### src/rtl/tt_um_reg_bank.sv
// tt_um_reg_bank: NREGS x WIDTH register bank with shared-bus write ops, carry and zero flags.
// One op per cycle on register wr_sel; combinational read port on rd_sel.
module tt_um_reg_bank #(
  parameter int WIDTH = 8,
  parameter int NREGS = 4,
  localparam int SELW = $clog2(NREGS)
) (
  input  logic             clk,
  input  logic             rst_n,
  input  logic [WIDTH-1:0] bus_in,
  input  logic             wr_en,
  input  logic [SELW-1:0]  wr_sel,
  input  logic [2:0]       op,
  input  logic [SELW-1:0]  rd_sel,
  output logic [WIDTH-1:0] rd_data,
  output logic             carry,
  output logic             zero
);
  logic [WIDTH-1:0] regs [NREGS];
  logic [WIDTH-1:0] cur, nxt;
  logic nc, wr_ok, rd_ok;
  // selects past NREGS only exist for non-power-of-two banks
  assign wr_ok = wr_en && (int'(wr_sel) < NREGS);
  assign rd_ok = int'(rd_sel) < NREGS;
  assign rd_data = rd_ok ? regs[rd_sel] : '0;
  assign cur = wr_ok ? regs[wr_sel] : '0;
  always_comb begin
    nxt = cur;
    nc = carry;
    case (op)
      3'd1: nxt = bus_in;
      3'd2: begin
        nxt = '0;
        nc = 1'b0;
      end
      3'd3: {nc, nxt} = {1'b0, cur} + (WIDTH+1)'(1);
      3'd4: begin
        nxt = cur - WIDTH'(1);
        nc = cur == '0;
      end
      3'd5: begin
        nxt = {cur[WIDTH-2:0], 1'b0};
        nc = cur[WIDTH-1];
      end
      3'd6: begin
        nxt = {1'b0, cur[WIDTH-1:1]};
        nc = cur[0];
      end
      3'd7: begin
        nxt = {cur[WIDTH-2:0], cur[WIDTH-1]};
        nc = cur[WIDTH-1];
      end
      default: ;
    endcase
  end
  always_ff @(posedge clk or negedge rst_n) begin
    if (!rst_n) begin
      for (int i = 0; i < NREGS; i++) regs[i] <= '0;
      carry <= 1'b0;
      zero <= 1'b1;
    end else if (wr_ok) begin
      regs[wr_sel] <= nxt;
      carry <= nc;
      zero <= nxt == '0;
    end
  end
endmodule
### config.mk
export PLATFORM = sky130hd
export DESIGN_NAME = tt_um_reg_bank
export DESIGN_NICKNAME = d
export VERILOG_FILES = /design/src/rtl/tt_um_reg_bank.sv
export SDC_FILE = /design/constraint.sdc
export NUM_CORES = 1
export LEC_CHECK = 0
export ABC_AREA = 1
export BUFFER_PORTS_ARGS = -buffer_cell sky130_fd_sc_hd__buf_2
export CORE_MARGIN = 2
export CORE_UTILIZATION = 40
export CTS_CLUSTER_SIZE = 16
export DETAILED_ROUTE_END_ITERATION = 10
export GPL_TIMING_DRIVEN = 1
export SLEW_MARGIN = 20
export SYNTH_ARGS = -nofsm -noshare
export SYNTH_HDL_FRONTEND = slang
export SYNTH_SLANG_ARGS = --single-unit
### constraint.sdc
create_clock -name clk -period 2.5 [get_ports clk]
set_input_delay 0.25 -clock clk [delete_from_list [all_inputs] [get_ports clk]]
set_output_delay 0.25 -clock clk [all_outputs]
set_load 0.005 [all_outputs]
## Yosys cells after proc, flatten, opt, wreduce, memory -nomap -nowiden

Index checks and enable logic that the tools add are counted.

- Memories: 0
- Bits in read-only memories: 0
- Logic and storage cells: 38
- Output and inout port bits: 10
- Register bits: 34
- RAM bits: 0
- Bits of input ports: 18
- Bits in latches: 0

- Add/subtract/negate cells: 2
- $mul: 0
- Eq/ne operators: 7
- Bitwise operators: 2
- $lt $le $gt $ge: 3
- Reductions and logical operators: 6
- Shift-type cells: 0
- Multiplexer cells: 12
- Divide/modulo/power cells: 0

Operators with widths:

| kind | number |
|---|---|
| $pmux W8 S7 | 1 |
| $mux W8 | 6 |
| $bmux W8 S2 | 2 |
| $bwmux W32 | 1 |
| $demux W8 S2 | 1 |
| $logic_not A8 Y1 | 2 |
| $eq A3 B3 Y1 const B | 4 |
| $add A8 B1 Y9 const B | 1 |
| $sub A8 B1 Y8 const B | 1 |
| $eq A3 B2 Y1 const B | 2 |
| $ge A3 B3 Y1 const B | 2 |
| $not A2 Y3 | 2 |
| $pmux W1 S5 | 1 |
| $reduce_bool A5 Y1 | 1 |
| $eq A3 B1 Y1 const B | 1 |
| $lt A3 B1 Y1 const B | 1 |
| $reduce_and A2 Y1 | 1 |
| $reduce_or A2 Y1 | 1 |
| $logic_and A1 B1 Y1 | 1 |

## Depth between registers and ports, before layout

Gate-level depths: netlist of run 1.

- Word-level depth: 8
- Mapped depth: 21
- Depth with buffers taken out: 19

## Least setup slack after synthesis of run 1

OpenSTA, ideal clock, no wires.

- Path kind: in2reg
- Start: in wr_sel[0]
- End: reg zero
- Stages: 20
- Arrival time: 1.928 ns
- Setup time: 0.060 ns
- Required time: 2.440 ns
- Slack: 0.511 ns
- Cell sequence: buf_6 > inv_6 > buf_8 > nand2_2 > nand2_1 > nand2_1 > nand2_2 > nand2_4 > ha_1 > inv_1 > nor2_1 > nor2_1 > nand3_1 > a21oi_1 > nand2_1 > nor2_1 > nand2_1 > nor2_1 > nand3_1 > nand2_1

- Word-level cells in the longest chain between the ends: 8
- Elaborated cells on any way between the ends: 9
- Classes of those cells: 2 x add/sub; 5 x mux; 1 x bitwise; 1 x reduce/logical

Ends and longest elaborated chain:

| element | line | source |
|---|---|---|
| from (decl) | 12 | `input logic [SELW-1:0] wr_sel,` |
| $not A2 Y3 (implied by the code) (*) | 26 | `assign cur = wr_ok ? regs[wr_sel] : '0;` |
| $bmux W8 S2 (*) | 26 |  |
| $mux W8 (implied by the code) (*) (2 in a row) | 26 |  |
| $mux W8 (*) | 26 |  |
| $sub A8 B1 Y8 or $add A8 B1 Y9 (tied branches) | 38, 36 |  |
| $pmux W8 S7 (*) | 30 | `case (op)` |
| $logic_not A8 Y1 (*) | 64 | `zero <= nxt == '0;` |
| to (signal assigned) | 60 | `zero <= 1'b1;` |
| to (signal assigned) | 64 |  |
| to (decl) | 17 | `output logic zero` |

Mark *: on every way between the ends. The rest lies on a longest branch, timed or not. The select of a mux whose other input is x is not followed.
A chain may end at the register's enable or synchronous reset.

## Worst setup path after layout of run 1

- Start: reg regs[1] (netlist bit)
- End: reg zero

- Word-level cells in the longest chain between the ends: 7
- Elaborated cells on any way between the ends: 8
- Classes of those cells: 2 x add/sub; 5 x mux; 1 x reduce/logical

Ends and longest elaborated chain:

| element | line | source |
|---|---|---|
| from (decl) | 19 | `logic [WIDTH-1:0] regs [NREGS];` |
| from (signal, indexed assignment) | 62 | `regs[wr_sel] <= nxt;` |
| $bmux W8 S2 (*) | 26 |  |
| $mux W8 (implied by the code) (*) (2 in a row) | 26 |  |
| $mux W8 (*) | 26 |  |
| $sub A8 B1 Y8 or $add A8 B1 Y9 (tied branches) | 38, 36 |  |
| $pmux W8 S7 (*) | 30 |  |
| $logic_not A8 Y1 (*) | 64 |  |

Marked as above.

==> results_dict.tcl, run 1 <==
set metrics [dict create \
    outcome "complete, no violations" \
    yosysMostFrequentCell "nand2_1" \
    clock_sink_count 34 \
    gr-usage-met1_pct 31.2 \
    synth_cells 413 \
    path_class "reg2reg" \
    holdWs_ns 0.0404 \
    fp.dieH_microns 85.2 \
    synth_common_cells "nand2_1 (145), o21ai_0 (49), nor2_1 (38)" \
    yosysTopAreaCell "dfrtp_1" \
    seq_power_share_pct 43.2 \
    worst_pin_slew_ns 0.773 \
    antenna_found_initial 0 \
    grt_usage_pct 21.9 \
    grtUsageMet2_pct 34.3 \
    required_ns 2.74 \
    hold_class "in2async" \
    clockRootBuffer "clkbuf_8" \
    via_count 2792 \
    worst-path-max-fanout 10 \
    endpoint_kind "flop" \
    switching_share_pct 37.5 \
    setup_tns_ns 0 \
    synth_edf_count 0 \
    p_int_mw 1.06 \
    pwr-share-clk_pct 25.2 \
    cts_buffer_depth 2 \
    powerDensity_nw_per_um2 583 \
    place_ws_ns 0.131 \
    r2r_slack_ns 0.30 \
    h-tree-depth 2 \
    synth_flop_cell "dfrtp_1" \
    place_hpwl_mm 5.60 \
    async_flop_share_pct 100 \
    multiInputGateArea_sq_um 1570 \
    switchingPower_uw 635 \
    core_region_area_sq_um 6350 \
    insertion_delay_ns 0.29 \
    critPathLaunchType "flop" \
    syn-cell-area_sq_um 2640 \
    gp_congestion 0.931 \
    wl_per_cell_microns 14.7 \
    grt_pass1_vias 2612 \
    seq_area_sq_um 852 \
    hold_viol 0 \
    relSlewSlack_pct 48.5 \
    cts_tree "done" \
    antenna_left 0 \
    post_cts_resized 0 \
    std_cell_rows 29 \
    max_freq_mhz 455 \
    synth.distinct_cells 29 \
    area_delta_synth_final_pct 10.2 \
    fp.dieArea_sq_um 7250 \
    diodes 0 \
    holdBufCountCts 0 \
    drv_cap 0 \
    syn_area_per_cell_sq_um 6.38 \
    synth_seq_cells 34 \
    drt_iter0_drc 213 \
    fin_crit_sh_pct 87.9 \
    start_util_pct 41.5 \
    rsz0062_at_grt "no" \
    p_comb_share_pct 31.6 \
    setup_viol 0 \
    grt_max_degree 35 \
    finalMaxSlewViolations 0 \
    drive_gt1_share_pct 16.2 \
    clk_transition_reported_paths_ns 0.07 \
    grt_use_met3_pct 4.67 \
    viasPerCell 5.41 \
    synth-seq-area-share_pct 32.3 \
    layout_setup_ws_ns 0.301 \
    nNetsFinal 459 \
    ys_top_cells_by_area "dfrtp_1 (31%), nand2_1 (21%), o21ai_0 (9.3%)" \
    wl_mm 7.58 \
    power.total_mw 1.69 \
    pin_count 28 \
    drc 0 \
    grt_overflow_total 0 \
    yosysTopAreaCellShare_pct 31.3 \
    dr.pass1.iters 5 \
    fillerInstances 656 \
    die_x_microns 85.2 \
    grt_pass1_wl_mm 12.8 \
    post_cts_buffers 0 \
    fin_area_sq_um 2900 \
    io_buffer_count 27 \
    cts_made_buffers 5 \
    crit_arrival_ns 2.44 \
    peakVddDrop_uv 416 \
    yosys_warnings 0 \
    clock_skew_ns 0.00577 \
    period_minus_slack_ns 2.20 \
    power.leakage_nw 1.55 \
    busiest_layer "met2" \
    dpl_cell_area_sq_um 2810 \
    synth_nets 434 \
]
==> cell families (layout without fill, tap and decap cells) <==
logic type | Yosys count | count (layout) | synth area share, %
AO/OA/AOI/OAI | 72 | 72 | 14.5
AND/OR/NAND/NOR | 256 | 256 | 43.4
adder cells (fa/ha/maj) | 3 | 3 | 1.42
buffers and inverters | 48 | 74 | 8.26
flip-flops | 34 | 34 | 32.3
==> layout make-up <==
cell class	instances	area share, %
timing repair buffer	30	5.43
clock buffer	7	2.97
tap	77	3.32
clock inverter	1	0.172
sequential	34	29.4
multi-input combinational	331	53.9
inverter	36	4.83
==> power by group through the flow <==
stage	registers (mW)	logic [mW]	clock network [mW]
2_1_floorplan	0.711	0.392	0
3_3_place_gp	0.740	0.526	0
3_5_place_dp	0.738	0.528	0
5_1_grt	0.742	0.611	0.459
4_1_cts	0.729	0.532	0.436
6_report	0.731	0.534	0.426
==> critical path: stages (launching register included) <==
cell and delay, ns:
dfrtp_1 0.38, nand2_1 0.07, nand2_1 0.08, nand2_1 0.05
nand2_2 0.09, nand2_4 0.10, ha_1 0.33, inv_1 0.06
nor2_1 0.04, nor2_1 0.14, nand3_1 0.11, a21oi_1 0.13
nand2_1 0.07, nor2_1 0.11, nand2_1 0.07, nor2_1 0.16
nand3_1 0.10, nand2_1 0.06
==> routing by layer <==
metal / vias up / part of all wire (%)
met5: - / 0
met4: 0 / 1.4
met3: 13 / 6.0
met2: 102 / 47
met1: 1286 / 46
li1: 1391 / -
==> final timing paths <==
check                                from  endpoint  cells past startpoint
worst min register to register       zero      zero                      2
min in group clk                wr_sel[1]  regs[14]                      5
worst min-delay path                rst_n  regs[23]                      1
worst max register to register    regs[1]      zero                     17
worst max-delay path              regs[1]      zero                     17
max in group asynchronous           rst_n  regs[11]                      1
==> sequential cells by signal (all words and copies together) (netlist names) <==
name / count
carry: 1
regs: 32
zero: 1
==> per-stage QoR <==
stage,instances,utilization (%)
after floorplan,413,-
after global placement,508,44.3
after detailed placement,508,44.3
after CTS,516,45.7
after global routing,516,45.7
final,516,45.7
==> placed cells by master, fill, tap and decap left out, types with 3 or more instances in the layout <==
| cell | count |
|---|---|
| nand2_1 | 145 |
| buf_2 | 27 |
| nand4_1 | 7 |
| dfrtp_1 | 33 |
| nand2_4 | 4 |
| inv_1 | 33 |
| nor2_1 | 38 |
| nand3_1 | 36 |
| ha_1 | 3 |
| o22ai_1 | 10 |
| nand2_2 | 17 |
| o21ai_0 | 49 |
| o21ai_1 | 6 |
| clkbuf_8 | 6 |
| nor2_2 | 3 |
| buf_4 | 3 |
| a21oi_1 | 5 |
Power figures use the tool's default switching activity.
==> run 2, diff against run 1 <==
==> constraint.sdc (replaced) <==
create_clock -name clk -period 2.4 [get_ports clk]
set_input_delay 0.24 -clock clk [delete_from_list [all_inputs] [get_ports clk]]
set_output_delay 0.24 -clock clk [all_outputs]
set_load 0.005 [all_outputs]
==> run 2 against run 1 <==
  * Non-clock buffer count up 2
  * Count of clock-buffer cells in the layout unchanged
  * Clock skew down 0.00051 ns
  * Sequential cell count unchanged
  * Via count down 0.72%
  * Die area unchanged
  * First-iteration DRC count down 35%
  * Power up 4.7%
  * Routed wire length down 0.66%
  * Global-route usage down 0.16 points
  * Critical path depth down 1
  * Cell count up 0.39%
  * Critical path type unchanged
==> results_dict.tcl, run 2 (synthesis gave the netlist of run 1 again) <==
set metrics [dict create \
    outcome "complete, no violations" \
    met1_length_mm 3.64 \
    setup_tns_ns 0 \
    required_ns 2.64 \
    power.leakage_nw 1.56 \
    fp.dieArea_sq_um 7250 \
    diodes 0 \
    nNetsFinal 461 \
    clock_sink_count 34 \
    place_ws_ns -0.00792 \
    antenna_found_initial 0 \
    fin_crit_sh_pct 89.1 \
    std_cell_rows 29 \
    period_minus_slack_ns 2.14 \
    top_regs "regs: 32 flops, carry: 1 flops, zero: 1 flops" \
    crit_chain "nand2_1 > nand2_1 > nand2_1 > nand2_2 > nand2_4 > ha_4 > o21ai_0 > nor2_1 > nand3_1 > a21oi_2 > nand2_1 > nor2_1 > nand2_1 > nor2_2 > nand3_1 > nand2_1" \
    fillerInstances 659 \
    worst_pin_slew_ns 0.763 \
    crit_end "zero" \
    drive_gt1_share_pct 17.2 \
    worstSetupPathDepth 16 \
    grt_max_degree 35 \
    drc 0 \
    wl_per_cell_microns 14.5 \
    grt_usage_pct 21.7 \
    crit_arrival_ns 2.37 \
    slowest_delay_ns 0.37 \
    h-tree-depth 2 \
    start_util_pct 41.5 \
    peakVddDrop_uv 432 \
    r2r_slack_ns 0.26 \
    final_cell_mix "nand2_1 (145), o21ai_0 (49), nor2_1 (37)" \
    path_class "reg2reg" \
    fp.dieH_microns 85.2 \
    grt_pass1_wl_mm 12.6 \
    relSlewSlack_pct 49.1 \
    clock_skew_ns 0.00526 \
    endpoint_kind "flop" \
    setup_viol 0 \
    top_register "regs" \
    wl_met2_mm 3.38 \
    area_delta_synth_final_pct 11.4 \
    place_hpwl_mm 5.54 \
    die_x_microns 85.2 \
    rr_worst_depth 16 \
    wl_mm 7.53 \
    max_freq_mhz 468 \
    cts_tree "done" \
    clockRootBuffer "clkbuf_8" \
    insertion_delay_ns 0.29 \
    cts_buffer_depth 2 \
    powerDensity_nw_per_um2 603 \
    antenna_left 0 \
    gp_congestion 0.887 \
    dpl_cell_area_sq_um 2810 \
    viasPerCell 5.35 \
    hold_class "in2async" \
    reg2reg_to "zero" \
    finalMaxSlewViolations 0 \
    fin_area_sq_um 2940 \
    placed_cells 508 \
    core_region_area_sq_um 6350 \
    grt_overflow_total 0 \
    dr.pass1.iters 5 \
    cpMaxStageDelayCell "dfrtp_1" \
    cp_top_family "simple AND/OR/NAND/NOR gates" \
    critPathLaunchType "flop" \
    via_count 2772 \
    route.met3.wl_microns 391 \
    cp_num_buf_inv 0 \
    worst_path_most_repeated_cell "nand2_1" \
    top_layer "met4" \
    rsz0062_at_grt "no" \
    worst-path-max-fanout 7 \
    io_buffer_count 27 \
    clk_transition_reported_paths_ns 0.07 \
    largest_reg_flops 32 \
    final_common_cell "nand2_1" \
    drt_iter0_drc 139 \
    layout_setup_ws_ns 0.262 \
    grt_pass1_vias 2570 \
    drv_cap 0 \
    cp-startpoint "regs[0]" \
    finalNonFillerCells 518 \
    r2r-start "regs[0]" \
    cts_made_buffers 5 \
    pin_count 28 \
    hold_viol 0 \
]
run 2: cell count changes in the layout (fill, tap and decap cells not counted), sizes merged:
cell  change
buf       +2
run 2: through the flow:
stage / hold slack [ns] / power [mW] / utilization (%)
3_5_place_dp: 0.363 / 1.32 / 44.3
4_1_cts: 0.0535 / 1.77 / 45.7
3_3_place_gp: 0.364 / 1.32 / 44.3
5_1_grt: 0.0805 / 1.91 / 46.2
2_1_floorplan: -0.0556 / 1.15 / -
6_report: 0.0192 / 1.77 / 46.2
run 2: layout make-up:
type	instances	area, sq um	area share, %
timing repair buffer	32	173	5.88
multi-input combinational	331	1580	53.9
clock inverter	1	5.00	0.170
inverter	36	140	4.77
tap	77	96.3	3.28
sequential	34	852	29.0
clock buffer	7	86.3	2.94
run 2: worst min path at each step:
stage,end,start,slack (ns)
floorplan,carry,rst_n,-0.06
global placement,regs[27],rst_n,0.36
detailed placement,regs[26],rst_n,0.36
CTS,regs[26],rst_n,0.05
global route,regs[16],rst_n,0.08
finish,regs[27],rst_n,0.02
run 2: worst register-to-register path: stages, from the launching register on:
cell and delay, ns:
dfrtp_1 0.37, nand2_1 0.06, nand2_1 0.08, nand2_1 0.06
nand2_2 0.11, nand2_4 0.09, ha_4 0.29, o21ai_0 0.08
nor2_1 0.18, nand3_1 0.13, a21oi_2 0.14, nand2_1 0.07
nor2_1 0.10, nand2_1 0.06, nor2_2 0.10, nand3_1 0.08
nand2_1 0.06
run 2: per-layer routing:
layer / vias to the layer above / GRT usage (%)
met3: 11 / 3.70
met5: - / 0
met2: 85 / 33.6
li1: 1397 / -
met4: 0 / 6.49
met1: 1279 / 31.2
run 2: report_power, final:
part / internal (mW) / switching, mW / total [mW]
clock network: 0.232 / 0.214 / 0.445
registers: 0.674 / 0.0819 / 0.756
logic: 0.203 / 0.367 / 0.570
run 2: timing repair:
item	4_1_cts	5_1_grt
gates resized for setup	0	3
buffers inserted	0	2
hold buffers	0	0
setup endpoints to repair	0	1
==> run 3, diff against run 2 <==
--- a/config.mk
+++ b/config.mk
@@ -7,11 +7,15 @@
 export LEC_CHECK = 0
 export ABC_AREA = 1
 export BUFFER_PORTS_ARGS = -buffer_cell sky130_fd_sc_hd__buf_2
+export CELL_PAD_IN_SITES_DETAIL_PLACEMENT = 1
+export CELL_PAD_IN_SITES_GLOBAL_PLACEMENT = 2
 export CORE_MARGIN = 2
-export CORE_UTILIZATION = 40
+export CORE_UTILIZATION = 33
+export CTS_BUF_LIST = sky130_fd_sc_hd__clkbuf_2 sky130_fd_sc_hd__clkbuf_4 sky130_fd_sc_hd__clkbuf_8
 export CTS_CLUSTER_SIZE = 16
 export DETAILED_ROUTE_END_ITERATION = 10
 export GPL_TIMING_DRIVEN = 1
+export PLACE_DENSITY_LB_ADDON = 0.1
 export SLEW_MARGIN = 20
 export SYNTH_ARGS = -nofsm -noshare
 export SYNTH_HDL_FRONTEND = slang
==> run 3 against run 2 <==
  * Sequential power increased by 1%
  * Sequential share of layout area decreased by 0.32 points
  * Design area increased by 1.1%
  * Fmax increased by 1.3%
  * Power increased by 1.8%
  * Worst setup slack improved by 0.027 ns
  * Hold slack improved by 0.020 ns
  * Sequential cell count unchanged
  * Largest power group unchanged
==> results_dict.tcl, run 3 (synthesis gave the netlist of run 1 again) <==
set metrics [dict create \
    setup_tns_ns 0 \
    io_buffer_count 27 \
    period_minus_slack_ns 2.11 \
    grt_max_degree 35 \
    dr.pass1.iters 4 \
    final_common_cell "nand2_1" \
    clock_skew_ns 0.00630 \
    drt_iter0_drc 111 \
    viasPerCell 5.08 \
    start_util_pct 34.1 \
    crit_chain "nand2_1 > nand2_1 > nand2_1 > nand2_2 > nand2_4 > inv_1 > ha_1 > inv_1 > nand2_1 > nand3_1 > nand3_1 > nand2_2 > inv_1 > nor2_1 > nand2_1 > nor2_1 > nand3_1 > nand2_1" \
    drv_cap 0 \
    top_regs "regs: 32 flops, carry: 1 flops, zero: 1 flops" \
    hold_viol 0 \
    r2r_slack_ns 0.29 \
    std_cell_rows 32 \
    clk_transition_reported_paths_ns 0.07 \
    cts_made_buffers 5 \
    fp.dieArea_sq_um 8720 \
    clockRootBuffer "clkbuf_8" \
    worst_path_most_repeated_cell "nand2_1" \
    critPathLaunchType "flop" \
    grt_pass1_wl_mm 14.8 \
    antenna_found_initial 0 \
    cts_tree "done" \
    insertion_delay_ns 0.28 \
    fin_crit_sh_pct 88.0 \
    area_delta_synth_final_pct 12.7 \
    path_class "reg2reg" \
    drive_gt1_share_pct 17.2 \
    relSlewSlack_pct 46.6 \
    required_ns 2.62 \
    gp_congestion 0.835 \
    seq_power_share_pct 42.5 \
    wl_per_cell_microns 16.2 \
    outcome "complete, no violations" \
    nNetsFinal 461 \
    hold_class "in2async" \
    endpoint_kind "flop" \
    rr_worst_depth 18 \
    rsz0062_at_grt "no" \
    fin_util_pct 38.4 \
    fp.dieH_microns 93.4 \
    finalNonFillerCells 543 \
    wl_mm 8.79 \
    grt_usage_pct 21.7 \
    pwr-share-clk_pct 25.2 \
    power.total_mw 1.80 \
    worst-path-max-fanout 10 \
    p_int_mw 1.12 \
    cpMaxStageDelayCell "dfrtp_1" \
    top_register "regs" \
    peakVddDrop_uv 193 \
    via_count 2756 \
    grt_pass1_vias 2789 \
    switching_share_pct 38.0 \
    final_cell_mix "nand2_1 (145), o21ai_0 (49), nor2_1 (38)" \
    diodes 0 \
    core_region_area_sq_um 7730 \
    r2r-start "regs[1]" \
    largest_reg_flops 32 \
    place_hpwl_mm 6.67 \
    cts_buffer_depth 2 \
    h-tree-depth 2 \
    worst_pin_slew_ns 0.800 \
    reg2reg_to "zero" \
    switchingPower_uw 685 \
    powerDensity_nw_per_um2 607 \
    antenna_left 0 \
    power.leakage_nw 1.57 \
    crit_arrival_ns 2.33 \
    p_comb_share_pct 32.3 \
    placed_cells 534 \
    max_freq_mhz 474 \
    grt_overflow_total 0 \
    pin_count 28 \
    slowest_delay_ns 0.41 \
    finalMaxSlewViolations 0 \
    clock_sink_count 34 \
    drc 0 \
    setup_viol 0 \
    die_x_microns 93.4 \
]
run 3: worst max path at each step:
stage	startpoint	to	slack, ns	cells after the start
after floorplan	wr_sel[0]	zero	0.42	20
after global placement	wr_sel[0]	zero	0.14	19
after detailed placement	wr_sel[0]	zero	0.1	19
after CTS	regs[1]	zero	0.19	17
after global routing	regs[1]	zero	0.02	16
final	regs[1]	zero	0.29	18
run 3: cell type report:
| class | instances | area, sq um |
|---|---|---|
| clock buffer | 7 | 90.1 |
| multi-input combinational | 331 | 1580 |
| clock inverter | 1 | 5.00 |
| sequential | 34 | 852 |
| inverter | 36 | 140 |
| timing repair buffer | 32 | 173 |
| tap | 102 | 128 |
| fill | 1048 | 4760 |
run 3: repair_timing:
action | in CTS | in global routing
setup buffers | 0 | 1
gates resized for setup | 0 | 2
hold buffers | 0 | 0
setup endpoints to repair | 0 | 1
run 3: metal layers:
| layer | vias up | global-route usage, % | share of wire (%) |
|---|---|---|---|
| met3 | 6 | 2.18 | 3.2 |
| met2 | 52 | 36.2 | 46 |
| met1 | 1296 | 30.7 | 50 |
| met4 | 0 | 3.80 | 0.76 |
| met5 | - | 0 | 0 |
| li1 | 1402 | - | - |
run 3: power groups by stage:
stage / logic (mW) / registers (mW) / clock network, mW
final: 0.582 / 0.767 / 0.455
after global placement: 0.565 / 0.775 / 0
after CTS: 0.579 / 0.765 / 0.472
after detailed placement: 0.576 / 0.776 / 0
after floorplan: 0.409 / 0.741 / 0
after global routing: 0.673 / 0.780 / 0.496
run 3: worst max-delay path: cells and delay by family, from the launching register on:
kind | cells | cell delay, ns
adders and majority gates | 1 | 0.25
and+or+nand+nor | 14 | 1.18
DFF | 1 | 0.41
buffers and inverters | 3 | 0.20
run 3: metrics by stage:
stage          cell area [sq um]  setup slack [ns]  hold slack, ns
5_1_grt                     2970            0.0156          0.0839
3_5_place_dp                2850            0.0990           0.369
2_1_floorplan               2640             0.421         -0.0556
3_3_place_gp                2850             0.136           0.360
4_1_cts                     2950             0.190          0.0544
6_report                    2970             0.289          0.0396
